**src/rtl/z16_pkg.sv**
```systemverilog
// ----------------------------------------------------------------------------
// z16_pkg
// Shared definitions for the Z16 front end: datapath widths, the fetch FSM
// state encoding and the fetch-entry record handed from fetch to decode.
// ----------------------------------------------------------------------------
package z16_pkg;

    localparam int Z16_XLEN    = 16;
    localparam int Z16_INSTR_W = 16;
    localparam int Z16_PC_STEP = 2;

    // Fetch sequencer states.
    //   FETCH_IDLE  : single settling cycle after reset release, no request
    //   FETCH_RUN   : normal streaming of instruction reads
    //   FETCH_DRAIN : waiting out a request that a redirect made stale
    typedef enum logic [1:0] {
        FETCH_IDLE,
        FETCH_RUN,
        FETCH_DRAIN
    } fetch_state_t;

    // One prefetched instruction together with the address it came from.
    typedef struct packed {
        logic [Z16_INSTR_W-1:0] instr;
        logic [Z16_XLEN-1:0]    pc;
    } fetch_entry_t;

    // Instructions are halfword aligned: bit 0 of any target is cleared.
    function automatic logic [Z16_XLEN-1:0] z16_align_pc(input logic [Z16_XLEN-1:0] addr);
        return addr & ~Z16_XLEN'(1);
    endfunction

endpackage

```
**src/rtl/z16_fetch_fifo.sv**
```systemverilog
// ----------------------------------------------------------------------------
// z16_fetch_fifo
// Small synchronous FIFO of fetch entries sitting between the instruction
// memory interface and the decoder. The head entry is presented
// combinationally so a word pushed in cycle t is visible in cycle t+1.
//
// Ports
//   clk        : clock, rising edge
//   rst_n      : asynchronous active-low reset
//   push       : write push_data at the tail (ignored when full)
//   push_data  : entry to write
//   pop        : drop the head entry (ignored when empty)
//   flush      : discard all entries; wins over push and pop
//   head       : head entry, all-zero while empty
//   count      : number of stored entries (0..DEPTH)
//   full       : count == DEPTH
//   empty      : count == 0
// ----------------------------------------------------------------------------
module z16_fetch_fifo
    import z16_pkg::*;
#(
    parameter int DEPTH = 2,
    localparam int PTR_W = $clog2(DEPTH),
    localparam int CNT_W = $clog2(DEPTH) + 1
) (
    input  logic             clk,
    input  logic             rst_n,
    input  logic             push,
    input  fetch_entry_t     push_data,
    input  logic             pop,
    input  logic             flush,
    output fetch_entry_t     head,
    output logic [CNT_W-1:0] count,
    output logic             full,
    output logic             empty
);

    fetch_entry_t     mem_reg [DEPTH];
    logic [PTR_W-1:0] wr_ptr_reg;
    logic [PTR_W-1:0] rd_ptr_reg;
    logic [CNT_W-1:0] count_reg;

    logic do_push;
    logic do_pop;

    assign empty   = (count_reg == '0);
    assign full    = (count_reg == CNT_W'(DEPTH));
    assign count   = count_reg;
    assign do_push = push && !full;
    assign do_pop  = pop && !empty;

    // Storage carries no reset; the head mux below hides stale contents so
    // the outputs are defined zeros whenever nothing is buffered.
    for (genvar gi = 0; gi < DEPTH; gi++) begin : g_entry
        always_ff @(posedge clk) begin
            if (do_push && !flush && (wr_ptr_reg == PTR_W'(gi))) begin
                mem_reg[gi] <= push_data;
            end
        end
    end

    assign head = empty ? '0 : mem_reg[rd_ptr_reg];

    // DEPTH is a power of two, so pointers wrap by natural overflow.
    always_ff @(posedge clk or negedge rst_n) begin
        if (!rst_n) begin
            wr_ptr_reg <= '0;
            rd_ptr_reg <= '0;
            count_reg  <= '0;
        end else if (flush) begin
            wr_ptr_reg <= '0;
            rd_ptr_reg <= '0;
            count_reg  <= '0;
        end else begin
            if (do_push) begin
                wr_ptr_reg <= wr_ptr_reg + PTR_W'(1);
            end
            if (do_pop) begin
                rd_ptr_reg <= rd_ptr_reg + PTR_W'(1);
            end
            case ({do_push, do_pop})
                2'b10:   count_reg <= count_reg + CNT_W'(1);
                2'b01:   count_reg <= count_reg - CNT_W'(1);
                default: count_reg <= count_reg;
            endcase
        end
    end

endmodule

```
**src/rtl/z16_fetch_unit.sv**
```systemverilog
// ----------------------------------------------------------------------------
// z16_fetch_unit
// Instruction fetch stage of the Z16 core. Owns the PC, streams 16-bit reads
// to instruction memory over a req/ack handshake, buffers returned words in a
// prefetch FIFO and hands {instr, pc} to the decoder with valid/ready.
// A redirect from execute flushes buffered words and restarts fetch at the
// (halfword aligned) target; a request already on the bus when the redirect
// arrives is completed and its data thrown away.
//
// Ports
//   i_clk          : clock, rising edge
//   i_rst_n        : asynchronous active-low reset
//   o_imem_req     : fetch request
//   o_imem_addr    : fetch address, held while a request is unacknowledged
//   i_imem_ack     : memory accepts the request, i_imem_rdata valid
//   i_imem_rdata   : instruction word
//   i_redirect     : one-cycle pulse, restart fetch at i_redirect_pc
//   i_redirect_pc  : redirect target (bit 0 forced to zero)
//   o_instr_valid  : FIFO head valid
//   o_instr        : FIFO head instruction
//   o_instr_pc     : address of o_instr
//   i_instr_ready  : decoder takes the head when valid & ready
// ----------------------------------------------------------------------------
module z16_fetch_unit
    import z16_pkg::*;
#(
    parameter logic [15:0] RESET_PC   = 16'h0000,
    parameter int          FIFO_DEPTH = 2,
    parameter logic [15:0] PC_STEP    = 16'd2
) (
    input  logic        i_clk,
    input  logic        i_rst_n,
    output logic        o_imem_req,
    output logic [15:0] o_imem_addr,
    input  logic        i_imem_ack,
    input  logic [15:0] i_imem_rdata,
    input  logic        i_redirect,
    input  logic [15:0] i_redirect_pc,
    output logic        o_instr_valid,
    output logic [15:0] o_instr,
    output logic [15:0] o_instr_pc,
    input  logic        i_instr_ready
);

    localparam int CNT_W = $clog2(FIFO_DEPTH) + 1;

    fetch_state_t        state_reg;
    logic [15:0]         pc_reg;
    logic [15:0]         drain_addr_reg;

    logic [CNT_W-1:0]    fifo_count;
    logic                fifo_full;
    logic                fifo_empty;
    fetch_entry_t        fifo_head;
    fetch_entry_t        fifo_push_data;

    logic                ack_take;
    logic                fifo_push;
    logic                fifo_pop;
    logic [15:0]         redirect_target;

    // Request and address depend only on state and occupancy registers, so
    // neither ready nor redirect has a combinational path onto the bus. A
    // full FIFO keeps req low for the cycle of a pop: one bubble, by design.
    assign o_imem_req  = (state_reg == FETCH_DRAIN) ||
                         ((state_reg == FETCH_RUN) && (fifo_count < CNT_W'(FIFO_DEPTH)));

    // While draining, the stale request keeps its original address on the bus
    // even though pc_reg already points at the redirect target.
    assign o_imem_addr = (state_reg == FETCH_DRAIN) ? drain_addr_reg : pc_reg;

    assign ack_take        = o_imem_req && i_imem_ack;
    assign redirect_target = z16_align_pc(i_redirect_pc);

    // Only words fetched on the live stream are kept; a word returning in the
    // same cycle as a redirect belongs to the old stream and is dropped.
    assign fifo_push      = (state_reg == FETCH_RUN) && ack_take && !i_redirect && !fifo_full;
    assign fifo_pop       = i_instr_ready && !fifo_empty;
    assign fifo_push_data = '{instr: i_imem_rdata, pc: pc_reg};

    z16_fetch_fifo #(
        .DEPTH (FIFO_DEPTH)
    ) u_fifo (
        .clk       (i_clk),
        .rst_n     (i_rst_n),
        .push      (fifo_push),
        .push_data (fifo_push_data),
        .pop       (fifo_pop),
        .flush     (i_redirect),
        .head      (fifo_head),
        .count     (fifo_count),
        .full      (fifo_full),
        .empty     (fifo_empty)
    );

    assign o_instr_valid = !fifo_empty;
    assign o_instr       = fifo_head.instr;
    assign o_instr_pc    = fifo_head.pc;

    always_ff @(posedge i_clk or negedge i_rst_n) begin
        if (!i_rst_n) begin
            state_reg      <= FETCH_IDLE;
            pc_reg         <= RESET_PC;
            drain_addr_reg <= '0;
        end else begin
            case (state_reg)
                FETCH_IDLE: begin
                    state_reg <= FETCH_RUN;
                    if (i_redirect) begin
                        pc_reg <= redirect_target;
                    end
                end

                FETCH_RUN: begin
                    if (i_redirect) begin
                        pc_reg <= redirect_target;
                        // An unacknowledged request cannot be withdrawn;
                        // park its address and wait for the ack.
                        if (o_imem_req && !i_imem_ack) begin
                            drain_addr_reg <= pc_reg;
                            state_reg      <= FETCH_DRAIN;
                        end
                    end else if (ack_take) begin
                        pc_reg <= pc_reg + PC_STEP;
                    end
                end

                FETCH_DRAIN: begin
                    // Later redirects only retarget; the stale request
                    // still has to finish before fetching resumes.
                    if (i_redirect) begin
                        pc_reg <= redirect_target;
                    end
                    if (i_imem_ack) begin
                        state_reg <= FETCH_RUN;
                    end
                end

                default: begin
                    state_reg <= FETCH_IDLE;
                end
            endcase
        end
    end

endmodule

```
**config.mk**
```make
export PLATFORM = sky130hd
export DESIGN_NAME = z16_fetch_unit
export DESIGN_NICKNAME = d
export VERILOG_FILES = /design/src/rtl/z16_pkg.sv /design/src/rtl/z16_fetch_fifo.sv /design/src/rtl/z16_fetch_unit.sv
export SDC_FILE = /design/constraint.sdc
export NUM_CORES = 1
export LEC_CHECK = 0
export CELL_PAD_IN_SITES_DETAIL_PLACEMENT = 1
export CELL_PAD_IN_SITES_GLOBAL_PLACEMENT = 1
export CORE_UTILIZATION = 54
export CTS_CLUSTER_SIZE = 25
export DETAILED_ROUTE_END_ITERATION = 6
export DONT_BUFFER_PORTS = 1
export PLACE_DENSITY_LB_ADDON = 0.15
export REMOVE_ABC_BUFFERS = 1
export SLEW_MARGIN = 40
export SYNTH_ARGS = -nofsm -noshare
export SYNTH_HDL_FRONTEND = slang
export SYNTH_SLANG_ARGS = --single-unit
```
**constraint.sdc**
```tcl
create_clock -name i_clk -period 5.7 [get_ports i_clk]
set_clock_uncertainty 0.2 [all_clocks]
set_input_delay 0.855 -clock i_clk [delete_from_list [all_inputs] [get_ports i_clk]]
set_output_delay 0.855 -clock i_clk [all_outputs]
set_load 0.05 [all_outputs]
```
==> run_results.csv <==
group,metric,value,unit
critical_path,criticalPathCategory,"reg -> out",
critical_path,critPathArrivalTime,2.08,ns
power_and_ir_drop,p_leak,1.59,nW
global_routing,grt_pass1_wl,14100,um
clock_network,path_clk_slew,0.09,ns
layout,layout-drive-gt1-share,0.256,
timing,final.setup.worst_slack,2.56,ns
power_and_ir_drop,intPower,1.26,mW
placement,io_buffer_count,0,
clock_network,cts_tree,"yes",
power_and_ir_drop,powerDensity,418,nW/um2
clock_network,clk-insertion-delay-late,0.36,ns
critical_path,crit_buf_inv,1,
global_routing,overflow,0,
timing,max_freq,319,MHz
logic_synthesis,synth_seq_area_share,0.634,
layout,syn_to_final_growth,8.53,%
detailed_routing,vias,2634,
flow_run,max_cap_violations,0,
floorplan,die_area,8430,um2
detailed_routing,final_antenna_net_count,0,
critical_path,path_cells,"nor2b_1 > buf_4 > mux2_2",
critical_path,r2r-start,"pc_reg[1]$_DFFE_PN0P_",
power_and_ir_drop,p_comb_frac,0.255,
clock_network,cts-htree-levels,3,
floorplan,start_util,0.561,
critical_path,critical_path.startpoint_type,"flip-flop",
clock_network,post_cts_resized,0,
global_routing,antenna_found_initial,0,
floorplan,coreArea,7770,um2
clock_network,root_buffer,"clkbuf_8",
timing,setup_violations,0,
critical_path,r2r_end,"pc_reg[15]$_DFFE_PN0P_",
floorplan,rows,32,
logic_synthesis,synthTopCellsByArea,"edfxtp_1 (43%), dfrtp_1 (21%), mux2_2 (7.2%), mux2i_1 (7.1%), nor2_1 (3.7%)",
power_and_ir_drop,p_seq_frac,0.515,
placement,dp_slack,2.93,ns
logic_synthesis,synth_cell_types,46,
placement,dp_hpwl,5670,um
global_routing,grt_max_degree,37,
critical_path,required,4.64,ns
global_routing,groute.usage.overall,0.225,
clock_network,cts_buffer_depth,2,
power_and_ir_drop,p_sw_frac,0.362,
logic_synthesis,synth_top_cell_area_share,0.428,
logic_synthesis,synth_edf_count,62,
timing,rsz0062_at_grt,"false",
floorplan,die-height,91.8,um
timing,slew_headroom,0.410,
logic_synthesis,yosysTopAreaCell,"edfxtp_1",
critical_path,cp_slowest_cell,"mux2_2",
placement,globalplace.congestion,0.798,
critical_path,path_depth,3,
timing,report.final.slew_viol_count,0,
timing,tightest_slew,0.882,ns
layout,antenna_cells,0,
detailed_routing,drc,0,
detailed_routing,via_per_inst,5.96,
floorplan,dieWidth,91.8,um
logic_synthesis,syn_inst,339,
clock_network,clock_sinks,98,
min_path,hold_path_class,"in -> async",
layout,layout.cells.non_filler,442,
power_and_ir_drop,power_frac_clock,0.230,
layout,final_util,0.608,
power_and_ir_drop,p_total,1.98,mW
timing,post-route-period-util,0.550,
clock_network,cts_setup_buffers,0,
critical_path,r2r_setup_slack,3.49,ns
timing,tns,0,ns
layout,largest_reg_flops,62,
detailed_routing,first_pass_iters,4,
detailed_routing,drt-total-wl,8880,um
floorplan,pin_count,87,
critical_path,crit_family,"multiplexers",
layout,nNetsFinal,373,
timing,period_minus_slack,3.14,ns
status,status,"finished, final reports clean",
detailed_routing,routedWlPerCell,20.1,um
critical_path,worstPathMaxFanout,14,
power_and_ir_drop,p_sw,715,uW
critical_path,worst_path_largest_cell_delay,0.49,ns
logic_synthesis,synth_flop_cell,"edfxtp_1",
critical_path,critPathCaptureType,"primary output",
clock_network,cts_made_buffers,9,
detailed_routing,drt_iter0_markers,82,
logic_synthesis,syn-cell-area,4350,um2
power_and_ir_drop,ir_drop,0.229,mV
timing,hold_viol_final,0,
logic_synthesis,async_reset_ff_frac,0.367,
logic_synthesis,avgSynthCellArea,12.8,um2
logic_synthesis,yosys_warnings,0,
logic_synthesis,ys_ff_latch,98,
critical_path,r2r_cells,5,
layout,n_fill_cell,784,
placement,dp_cells,425,
global_routing,grt_pass1_vias,2711,
placed cells by master, fill, tap and decap left out, types with 2 or more instances in the layout:
cell         n
edfxtp_1    62
conb_1       2
nor2b_1      5
nor3_1       7
nor2_1      15
buf_4        6
nand3_1      7
nand4_1      4
a21oi_1     14
nor3b_1      2
o21ai_2      2
clkinvlp_4   2
o21a_1       2
o21ai_0      9
mux2_2      28
o41ai_1      2
a2bb2oi_1    4
xnor2_1      2
nand2_1     19
inv_1        5
nor4_1       4
mux2i_1     31
o22ai_1      7
clkbuf_8    10
dfrtp_1     35
nor2_2      28
metal layers:
layer	up-vias	wire (um)	GRT usage
li1	1227	-	-
met1	1336	3740	0.278
met2	62	4610	0.385
met3	9	432	0.0506
met4	0	99	0.0872
met5	-	0	0
power groups by stage:
| stage | sequential, mW | clock, mW | combinational (mW) |
|---|---|---|---|
| floorplan | 0.986 | 0 | 0.432 |
| global placement | 1.02 | 0 | 0.476 |
| detailed placement | 1.03 | 0 | 0.494 |
| CTS | 1.02 | 0.468 | 0.504 |
| global route | 1.04 | 0.484 | 0.536 |
| finish | 1.02 | 0.455 | 0.504 |
timing repair:
action                     CTS  global route
hold buffers                 1             0
setup endpoints to repair    0             0
hold endpoints to repair    36             0
cell families (layout without fill, tap and decap cells):
logic type      count (synthesis)  after routing  synth area share
simple gates                  102            102             0.115
flops                          98             98             0.634
mux                            59             59             0.144
compound gates                 47             47            0.0675
buf+inv                        28             28            0.0296
xor+xnor                        3              3           0.00604
fa+ha+maj                       1              1           0.00287
other cells                     1              2          0.000861
how the worst max path moves through the flow:
stage | startpoint | endpoint
global placement | u_fifo.rd_ptr_reg$_DFFE_PN0P_ | o_instr_pc[10]
floorplan | i_redirect | u_fifo.mem_reg[0][10]$_DFFE_PP_
detailed placement | state_reg[0]$_DFFE_PN0P_ | o_imem_addr[8]
global route | state_reg[0]$_DFFE_PN0P_ | o_imem_addr[12]
finish | state_reg[0]$_DFFE_PN0P_ | o_imem_addr[5]
CTS | state_reg[0]$_DFFE_PN0P_ | o_imem_addr[8]
synthesized netlist by cell type (7+ instances only):
master,count
edfxtp_1,62
nor2_1,43
dfrtp_1,36
mux2i_1,31
mux2_2,28
nand2_1,19
a21oi_1,14
buf_2,11
o21ai_0,10
clkbuf_1,8
nand3_1,7
nor3_1,7
o22ai_1,7
worst reg2reg max path, cell delays in order (launching register included):
cell and delay, ns:
dfrtp_1 0.52, ha_1 0.27, and4_1 0.34, or4b_4 0.51, o22ai_1 0.15, a2bb2oi_1 0.08
cell type report:
class                   instances  area, um2  share of cell area
clock buffers                  11        141              0.0299
clock inverters                 5       62.6              0.0132
inverters                       5       18.8             0.00397
multi-input cells             214       1540               0.327
flip-flops and latches         98       2770               0.585
well taps                     102        128              0.0270
repair buffers                  7       65.1              0.0138
metrics by stage:
step	cell area [um2]	hold WS (ns)
after global routing	4730	0.129
after detailed placement	4460	0.292
after CTS	4690	0.120
after global placement	4420	0.262
after floorplan	4250	0.250
final	4730	0.124
Power figures use the tool's default switching activity.
